$ cat config.mk
export PLATFORM = sky130hd
export DESIGN_NAME = shift_register
export DESIGN_NICKNAME = d
export VERILOG_FILES = /design/src/rtl/regs_pkg.sv /design/src/rtl/dff_stage.sv /design/src/rtl/shift_register.sv
export SDC_FILE = /design/constraint.sdc
export NUM_CORES = 1
export LEC_CHECK = 0
export ABC_AREA = 1
export CAP_MARGIN = 5
export CORE_MARGIN = 10
export CORE_UTILIZATION = 26
export CTS_BUF_LIST = sky130_fd_sc_hd__clkbuf_8 sky130_fd_sc_hd__clkbuf_16
export DETAILED_ROUTE_END_ITERATION = 10
export PLACE_DENSITY = 0.54
export SLEW_MARGIN = 15
export SYNTH_ARGS = -nofsm -noshare
export SYNTH_HDL_FRONTEND = slang
export SYNTH_SLANG_ARGS = --single-unit
$ cat constraint.sdc
create_clock -name clk -period 0.8 [get_ports clk]
set_input_delay 0.08 -clock clk [delete_from_list [all_inputs] [get_ports clk]]
set_output_delay 0.08 -clock clk [all_outputs]
set_load 0.05 [all_outputs]
$ cat src/rtl/regs_pkg.sv
// rtl/regs_pkg.sv - shared defaults and stage type for the register pipeline
//
// Purpose : default geometry of the generic delay line and the per-stage
//           word type used by the top and its flop stages.
// Ports   : none (package).
package regs_pkg;

    // Default geometry of the delay line.
    localparam int DEFAULT_WIDTH = 8;
    localparam int DEFAULT_DEPTH = 5;

    // One pipeline stage word at the default width. Parameterised instances
    // declare their own logic [WIDTH-1:0] with the same shape.
    typedef logic [DEFAULT_WIDTH-1:0] stage_t;

endpackage

$ cat src/rtl/dff_stage.sv
// rtl/dff_stage.sv - one WIDTH-bit pipeline flop with sync clear and enable
//
// Purpose : single storage stage of the delay line.
// Ports   : clk_i    rising-edge clock
//           reset_i  asynchronous active-low reset, clears the stage
//           en_i     load enable, 0 = hold
//           clr_i    synchronous clear, wins over en_i
//           d_i      stage input
//           q_o      stage output, driven straight from the flop
module dff_stage
    import regs_pkg::*;
#(
    parameter int WIDTH = DEFAULT_WIDTH
) (
    input  logic             clk_i,
    input  logic             reset_i,
    input  logic             en_i,
    input  logic             clr_i,
    input  logic [WIDTH-1:0] d_i,
    output logic [WIDTH-1:0] q_o
);

    logic [WIDTH-1:0] data_q;
    logic [WIDTH-1:0] data_d;

    // Priority: clear, then load, else hold.
    always_comb begin
        data_d = data_q;
        if (clr_i) begin
            data_d = '0;
        end else if (en_i) begin
            data_d = d_i;
        end
    end

    always_ff @(posedge clk_i or negedge reset_i) begin
        if (!reset_i) begin
            data_q <= '0;
        end else begin
            data_q <= data_d;
        end
    end

    assign q_o = data_q;

endmodule

$ cat src/rtl/shift_register.sv
// rtl/shift_register.sv - WIDTH x DEPTH register delay line with exported taps
//
// Purpose : generic delay primitive; q reproduces d delayed by DEPTH enabled
//           clock edges, and every stage is visible on taps.
// Ports   : clk    rising-edge clock
//           reset  asynchronous active-low reset, clears all stages
//           en     shift enable, 0 = all stages hold
//           clr    synchronous clear (active-high), wins over en
//           d      serial input into stage 0
//           q      stage DEPTH-1 (oldest sample)
//           taps   packed stages, taps[i*WIDTH +: WIDTH] = stage i
module shift_register
    import regs_pkg::*;
#(
    parameter int WIDTH = DEFAULT_WIDTH,
    parameter int DEPTH = DEFAULT_DEPTH
) (
    input  logic                   clk,
    input  logic                   reset,
    input  logic                   en,
    input  logic                   clr,
    input  logic [WIDTH-1:0]       d,
    output logic [WIDTH-1:0]       q,
    output logic [WIDTH*DEPTH-1:0] taps
);

    if (DEPTH < 1) begin : g_depth_check
        $error("shift_register: DEPTH must be >= 1, got %0d", DEPTH);
    end

    logic [WIDTH-1:0] stage_q [DEPTH];

    // Stage i loads from stage i-1; stage 0 loads from d. All stages share
    // en/clr so the whole line advances, holds or clears as one.
    for (genvar i = 0; i < DEPTH; i++) begin : g_stage
        logic [WIDTH-1:0] stage_in;

        if (i == 0) begin : g_head
            assign stage_in = d;
        end else begin : g_link
            assign stage_in = stage_q[i-1];
        end

        dff_stage #(
            .WIDTH (WIDTH)
        ) u_stage (
            .clk_i   (clk),
            .reset_i (reset),
            .en_i    (en),
            .clr_i   (clr),
            .d_i     (stage_in),
            .q_o     (stage_q[i])
        );

        assign taps[i*WIDTH +: WIDTH] = stage_q[i];
    end

    assign q = stage_q[DEPTH-1];

endmodule

Word level (Yosys, flattened, before mapping)
Index checks and enable logic that the tools add are counted.
- word-level logic and storage cells: 16
- bits in registers: 40
- reductions and logical operators: 1
- mux-type cells: 10
- operator list (cell ; count):
    two-way mux 8 bit ; 10
    nonzero test 2 bit ; 1

Depth between registers and ports, before layout
Gate-level depths: netlist of run 1.
- depth in word-level cells: 2
- mapped depth: 5

Hierarchy
From an unflattened synthesis of run 1, not the netlist that was laid out.
- cells, all modules: 183
- area total of the unflattened synthesis: 1736.7 µm²
- by module, submodules not included (module ; instances ; area an instance (µm²) ; sequential area each (µm²) ; cells each):
    dff_stage ; 5 ; 335.3 ; 200.2 ; 35
    shift_register ; 1 ; 60.1 ; 0.0 ; 8

Least setup slack after synthesis of run 1
No wires, ideal clock.
- path type: reg-to-output
- from: reg g_stage[4].u_stage.data_q[0]
- to: out taps[32]
- required time: 0.720 ns
- stages on the path, launching flop included: 2
- setup slack: -0.184 ns
- arrival: 0.904 ns
- cell sequence: dfrtp_1 > buf_4
- RTL lines (element ; line ; text):
    from (decl) ; dff_stage.sv:23 ; logic [WIDTH-1:0] data_q;
    from (signal assigned) ; dff_stage.sv:40 ; data_q <= data_d;
    to (decl) ; shift_register.sv:24 ; output logic [WIDTH*DEPTH-1:0] taps
No word-level cell between the ends.

Final worst setup path of run 1
- from: reg g_stage[4].u_stage.data_q[7]
- to: out taps[39]
No word-level cell between the ends.

==> run metrics, run 1 <==
Setup WS pre-CTS -0.315 ns; synthesis-to-layout area growth 113%; boundary pin count 60; count of unresolved DRC violations after routing 0; number of iterations in the first detailed-routing pass 4; drt initial violations 75; worst hold slack 0.270 ns; Commonest cells post-synth 80 x sky130_fd_sc_hd__nand2_1, 40 x sky130_fd_sc_hd__dfrtp_1, 40 x sky130_fd_sc_hd__nand3_1, 12 x sky130_fd_sc_hd__buf_4, 9 x sky130_fd_sc_hd__buf_2; most used flip-flop cell after synthesis sky130_fd_sc_hd__dfrtp_1; met3 demand-to-capacity share in global routing 0.0623; Core Rows 28; post-route setup TNS -7.71 ns; reg-to-reg startpoint g_stage[2].u_stage.q_o[3]; area of all sequential standard cells 0.00105 sq mm; multi-input combinational cell area 682 sq um; WL/cell 14.4 um; antenna violations before repair 0; Critical Path Start Type flop; Num CTS Buffers 5; biggest area consumer among synthesized cells sky130_fd_sc_hd__dfrtp_1; share of layout cells above drive strength 1 0.658; met1 usage in global routing 0.117; Worst Setup Path Type reg2out; clock transition at the register clock pins on the worst setup and hold paths after CTS 0.08 ns; outcome complete, but fails checks; wire length of the first global-routing pass 7.85 mm; relative slew slack 0.831; minimum clock period after layout 0.979 ns; detailed placer's ending HPWL 3.12 mm; number of synthesized register bits 40; sum of overflow across all layers after global routing 0; number of cells produced by synthesis 183; Num Clock Sinks 40; via count of the first global-routing pass 1513; slew at the pin closest to its max-slew limit 0.254 ns; Final Wtd Congestion 0.681; Slowest cell on crit path sky130_fd_sc_hd__dfrtp_2; busiest layer in global routing met2; final hold vios 0; Via-to-Cell Ratio 4.45; share of the synthesized area in the top cell type 0.606; share of power burned in combinational logic 0.199; Global Route met2 Usage 0.134; root cell of the clock tree sky130_fd_sc_hd__clkbuf_8; setup slack of the worst register-to-register path 0 ns; kind of end point of the critical path output port; reported leakage power 1.63 nW; maximum number of pins on one net before global-route repair 41; Post-Syn Area per Cell 9.03 sq um; fraction of registers with async set or reset after synthesis 1.00; total nets after synthesis 195; fraction of power consumed by sequential logic 0.508; count of nets left with antenna violations after detail routing 0; Initial Utilization 0.273; critical path arrival 0.90 ns; die area 0.00994 sq mm; slowest cell delay on critical path 0.45 ns; global routing usage summed across all routing layers 0.0953; die boundary width 99.7 um; final std cells w/o fill 347; reported max-cap violation count 0; part of the Yosys area used for sequential elements 0.606; final total power 4.20 mW; Int Pwr 3.06 mW; min-delay worst type in2async; area of the core 0.00606 sq mm; R2R cell count 3; count of H-tree levels built during CTS 2; final-report setup violation count 48; max-slew violation count 0; period utilization 1.22; net switching fraction of the power 0.271; final-layout fill cell count 488; pwr dens 1190 mW/mm^2; failing checks negative setup slack; unrepaired setup endpoints after global routing yes; number of antenna repair diodes 0; number of buffers and inverters on the critical path 1; Worst R2R End g_stage[3].u_stage.q_o[3]; clock latency on the worst-skew pair 0.29 ns; top cells by area, synth sky130_fd_sc_hd__dfrtp_1 61%, sky130_fd_sc_hd__nand2_1 18%, sky130_fd_sc_hd__nand3_1 12%; count of buffers from port buffering 59; yosys warns 0; number of buffers between clock root and the deepest sink 2; crit-path leading delay family flip-flops; net count reported at finish 284; overall die height 99.7 um; most frequent cell after synthesis sky130_fd_sc_hd__nand2_1; Final Worst Setup Slack -0.179 ns; number of unique standard cell types used by synthesis 7; Cells after DPL 304; Clock Power Share 0.292; net switching component of the power 1.14 mW; chain of cells forming the critical path buf_12; clock tree from TritonCTS done; wire length reported by the detailed router 5.01 mm; critical path data required time 0.72 ns; max reg flops 40; number of enable flip-flop cells after synthesis 0; worst ir drop on vdd 879 uV; Synth Cell Area 0.00165 sq mm; Clock Skew 0.00825 ns; total vias in the final route 1545; maximum net fanout on the critical path 3; Peak Freq 1020 MHz
[how the worst max path moves through the flow]
stage | to | startpoint | cells past startpoint
6_report | taps[39] | g_stage[4].u_stage.q_o[7] | 1
5_1_grt | taps[32] | g_stage[4].u_stage.q_o[0] | 1
4_1_cts | taps[38] | g_stage[4].u_stage.q_o[6] | 1
3_5_place_dp | g_stage[4].u_stage.q_o[3] | clr | 5
3_3_place_gp | g_stage[3].u_stage.q_o[2] | clr | 5
2_1_floorplan | taps[32] | g_stage[4].u_stage.q_o[0] | 1
[layout by cell type, fill, tap and decap left out]
master                            synthesis  final
sky130_fd_sc_hd__buf_6                    0     34
sky130_fd_sc_hd__inv_1                    0      1
sky130_fd_sc_hd__nand2_4                  0      2
sky130_fd_sc_hd__clkbuf_8                 0      5
sky130_fd_sc_hd__nand2_2                  0     10
sky130_fd_sc_hd__nand2_1                 80     68
sky130_fd_sc_hd__dlygate4sd3_1            0      1
sky130_fd_sc_hd__clkinv_2                 0      1
sky130_fd_sc_hd__clkdlybuf4s50_1          0      8
sky130_fd_sc_hd__bufbuf_16                0      1
sky130_fd_sc_hd__nand3_1                 40     14
sky130_fd_sc_hd__buf_2                    9      2
sky130_fd_sc_hd__inv_2                    1      1
sky130_fd_sc_hd__nor2_4                   1      1
sky130_fd_sc_hd__dlygate4sd2_1            0      1
sky130_fd_sc_hd__dfrtp_2                  0     40
sky130_fd_sc_hd__nand3_2                  0     26
sky130_fd_sc_hd__buf_12                   0     53
sky130_fd_sc_hd__buf_4                   12      3
[worst min-delay path, stage by stage]
cell,delay (ns)
sky130_fd_sc_hd__dlygate4sd3_1,0.51
sky130_fd_sc_hd__buf_2,0.12
sky130_fd_sc_hd__buf_12,0.22
[metal layers]
metal  share of wire  wire [um]
met1            0.43       2130
met2            0.46       2310
met3            0.11        541
met4          0.0060         30
met5               0          0
[cell families (layout without fill, tap and decap cells)]
| kind of cell | Yosys count | count (layout) | share of synthesized area |
|---|---|---|---|
| simple gates | 121 | 121 | 0.310 |
| flops | 40 | 40 | 0.606 |
| buf+inv | 22 | 111 | 0.0841 |
[power groups by stage]
stage	registers (mW)	clock network [mW]	logic, mW
after floorplan	2.31	0	0.145
after global placement	2.18	0	0.674
after detailed placement	2.18	0	0.676
after CTS	2.13	1.26	0.772
after global routing	2.14	1.35	0.887
final	2.14	1.23	0.838
[layout make-up]
class	instances	area share
multi-input combinational	121	0.194
timing repair buffer	103	0.457
tap	75	0.0267
clock inverter	2	0.00249
sequential	40	0.299
inverter	1	0.00107
clock buffer	5	0.0196
[repair_timing]
action                                  CTS  global route
buffers inserted                         33             7
endpoints found under the setup margin   59            83
pin swaps                                 0            18
cloned                                    1             0
hold buffers                              1             0
resized for setup                         7            73
hold endpoints to repair                 40             0
[stage by stage]
stage	area, sq um	utilization
2_1_floorplan	1730	-
3_3_place_gp	2840	0.469
3_5_place_dp	2840	0.469
4_1_cts	3230	0.533
5_1_grt	3520	0.580
6_report	3520	0.580
Note: power is estimated with default switching activity, not from simulation.
==> run 2: changes to the inputs <==
--- a/config.mk
+++ b/config.mk
@@ -11,6 +11,7 @@
 export CORE_UTILIZATION = 26
 export CTS_BUF_LIST = sky130_fd_sc_hd__clkbuf_8 sky130_fd_sc_hd__clkbuf_16
 export DETAILED_ROUTE_END_ITERATION = 10
+export GPL_ROUTABILITY_DRIVEN = 0
 export PLACE_DENSITY = 0.54
 export SLEW_MARGIN = 15
 export SYNTH_ARGS = -nofsm -noshare
==> results of run 2 <==
The final DEF is identical to that of run 1; final timing and power are the same.
==> variant 1 (flow settings as in run 2) <==
Put a register stage on the output `q`. The value now appears one clock later. The other outputs are not delayed to match.
--- a/src/rtl/shift_register.sv
+++ b/src/rtl/shift_register.sv
@@ -55,7 +55,9 @@
         assign taps[i*WIDTH +: WIDTH] = stage_q[i];
     end
 
-    assign q = stage_q[DEPTH-1];
+    always_ff @(posedge clk) begin
+        q <= stage_q[DEPTH-1];
+    end
 
 endmodule
 
Function: changed (a bounded check fails within 10 cycles, from zero or initial values and one cycle with reset low).
==> variant 1 against run 2 <==
The flow still finishes with violations (setup timing); worst setup slack worse by 6.2 ps; via count up 2.5%; sequential cell count up 8; design area is 5.1% higher; total power up 12%; wire length rose by 3.2%; synthesized area increased by 6.1%; register-to-register slack worse by 120 ps; largest cell class unchanged.
==> variant 1: results (changes against run 2) <==
hold slack = 163 ps (-107 ps)
Layout Area Growth over Synthesis = 111%
share of layout cells above drive strength 1 = 0.664 (+0.00625)
Worst R2R End = g_stage[3].u_stage.q_o[1]
WL final = 5180 µm (+3.2%)
DP Worst Slack = -322 ps (-6.98 ps)
leakage = 1.70 nW (+4.5%)
Synth async-reset ratio = 0.833 (-0.167)
violated checks = setup timing
Clock Power = 1.37 mW (+11%)
Final setup viols = 52 (+8.3%)
met1 wire length = 2240 µm (+4.9%)
GRT Total Usage = 0.101 (+0.00517)
Area after DPL = 2990 µm² (+5.3%)
Reg2Reg Setup Slack = -120 ps (-120 ps)
Int Pwr = 3.45 mW (+13%)
largest net degree at the start of global routing = 33 (-20%)
post-synth cell types = 8 (+1)
Setup Skew = 6.46 ps (-1.79 ps)
combinational power = 0.813 mW (-3.0%)
Critical Path Fanout Max = 2 (-1)
DR vias/cell = 4.36 (-2.0%)
nets = 297 (+4.6%)
vias in the first global route = 1695 (+12%)
GR met2 Demand/Resource = 0.161 (+0.0266)
CP startpoint = g_stage[1].u_stage.q_o[3]
peak supply drop = 0.751 mV (-15%)
worst setup margin = -186 ps (-6.18 ps)
routed wl met2 = 2450 µm (+6.0%)
synth cell count leaders = nand2_1 (80), dfrtp_1 (40), nand3_1 (40)
Layout fillers = 544 (+11%)
placed insts = 314 (+3.3%)
register area share after synthesis = 0.663 (+0.0568)
Clk network pwr share = 0.290 (-0.002)
RR Startpoint = g_stage[2].u_stage.q_o[1]
R2R depth = 4 (+1)
first-pass GRT wire length = 8310 µm (+5.9%)
GR Util met3 = 0.0472 (-0.0151)
status = finished with violations
dominant cells by area after synthesis = dfrtp_1 (57%), nand2_1 (17%), nand3_1 (11%), dfxtp_1 (9.1%), buf_2 (2.6%)
==> variant 1: what timing repair did <==
action | in CTS | in global routing
resized for setup | 14 | 65
hold buffers | 1 | 0
setup buffers | 38 | 3
cloned | 1 | 0
endpoints found under the setup margin | 52 | 82
pin swaps | 0 | 13
hold endpoints to repair | 40 | 0
==> variant 1: worst max path at each step <==
stage	to	slack, ps	cells past startpoint
detailed placement	g_stage[4].u_stage.q_o[4]	-320	5
finish	taps[11]	-190	1
global placement	g_stage[4].u_stage.q_o[4]	-310	5
floorplan	g_stage[1].u_stage.q_o[7]	20	2
CTS	taps[17]	-190	1
global route	taps[1]	-210	1
==> variant 1: area by class of cell <==
class                           instances  area share
Inverter                                1     0.00102
Sequential cell                        48       0.331
Tap cell                               77      0.0261
Timing Repair Buffer                  108       0.440
Multi-Input combinational cell        121       0.180
Clock inverter                          3     0.00339
Clock buffer                            5      0.0186
==> variant 2 (config.mk and constraints of run 2) <==
Without the edit above. `DEFAULT_WIDTH`: 8 -> 7.
--- a/src/rtl/regs_pkg.sv
+++ b/src/rtl/regs_pkg.sv
@@ -6,7 +6,7 @@
 package regs_pkg;
 
     // Default geometry of the delay line.
-    localparam int DEFAULT_WIDTH = 8;
+    localparam int DEFAULT_WIDTH = 7;
     localparam int DEFAULT_DEPTH = 5;
 
     // One pipeline stage word at the default width. Parameterised instances
Interface: changed (resized d, q and taps); port bits go from 60 to 53. No check against the original RTL was run, so the function may have changed too.
==> variant 2 against run 2 <==
The flow still finishes with violations (setup timing); global-route usage up 0.29 points; sequential power decreased by 13%; first-iteration DRC count rose by 16%; sequential cell count is 5 lower; via count down 13%; synthesized area shrank 6.7%; clock power rose by 4%; combinational power is 9.8% lower; wire length fell by 5.8%; worst setup slack worse by 0.54 ps; sequential share of layout area down 0.34 points; total power down 7.1%; design area shrank 11%; critical path type unchanged; largest cell class unchanged; largest power group unchanged.
==> variant 2: results (changes against run 2) <==
status = finished with violations
violated checks = setup timing
GR met2 Demand/Resource = 0.141 (+0.00671)
DP Worst Slack = -572 ps (-257 ps)
nets = 251 (-12%)
Post CTS Setup Buffer Count = 31 (-6.1%)
Setup TNS = -6730 ps (+981 ps)
GRT Total Usage = 0.0983 (+0.00292)
placed insts = 268 (-12%)
Final setup viols = 42 (-13%)
first-pass GRT wire length = 7580 µm (-3.3%)
register area share after synthesis = 0.568 (-0.0379)
vias in the first global route = 1383 (-8.6%)
peak supply drop = 0.726 mV (-17%)
met1 wire length = 2130 µm (-0.14%)
Initial DRC Count = 87 (+16%)
GR Util met3 = 0.0518 (-0.0105)
Worst setup endpoint = taps[33]
CP startpoint = g_stage[4].u_stage.q_o[5]
largest net degree at the start of global routing = 36 (-12%)
worst rel slew slack = 0.789 (-0.0419)
routed wl met2 = 2140 µm (-7.1%)
Finished Core Util = 0.552 (-0.0285)
dpl hpwl = 2640 µm (-16%)
Power Density = 1250 nW/µm² (+5.0%)
combinational power share = 0.194 (-0.005)
Slowest-stage cell, CP = dfrtp_2
leakage = 1.43 nW (-12%)
Setup Skew = 7.30 ps (-0.950 ps)
dominant cells by area after synthesis = dfrtp_1 (57%), nand2_1 (17%), nand3_1 (8.1%), nand3_2 (6.5%), buf_6 (5.1%)
IO buf count = 52 (-12%)
post-synth cell types = 9 (+2)
DR vias/cell = 4.31 (-3.3%)
Gate Count Post-Synth = 159 (-13%)
Mapped Nets = 170 (-13%)
Layout fillers = 477 (-2.3%)
register clock-pin slew on the reported worst setup and hold paths = 70 ps
synth cell count leaders = nand2_1 (70), dfrtp_1 (35), nand3_1 (25)
worst setup margin = -180 ps (-0.544 ps)
Psw = 1.05 mW (-7.4%)
WL final = 4720 µm (-5.8%)
GR Layer Usage met1 = 0.123 (+0.00669)
Largest register FFs = 35 (-13%)
post-cts sizing count = 6 (-1)
Clock Power = 1.28 mW (+4%)
share of layout cells above drive strength 1 = 0.675 (+0.0169)
Area after DPL = 2490 µm² (-12%)
[variant 2: how the worst min path moves through the flow]
stage	from	cells after the start	slack (ps)	endpoint
global route	reset	2	210	g_stage[3].u_stage.q_o[2]
floorplan	reset	0	-220	g_stage[0].u_stage.q_o[0]
finish	reset	2	210	g_stage[2].u_stage.q_o[2]
CTS	reset	2	200	g_stage[2].u_stage.q_o[2]
detailed placement	reset	1	-30	g_stage[4].u_stage.q_o[2]
global placement	reset	1	-40	g_stage[4].u_stage.q_o[1]
[variant 2: logic make-up after synthesis]
kind of cell | synth area share
buf+inv | 0.102
simple gates | 0.330
flops | 0.568
[variant 2: layout make-up]
cell class	instances	share of cell area
repair buffers	89	0.433
flip-flops and latches	35	0.296
multi-input cells	107	0.201
well taps	72	0.0290
clock buffers	6	0.0265
inverters	1	0.00965
repair inverters	1	0.00281
clock inverters	1	0.00161
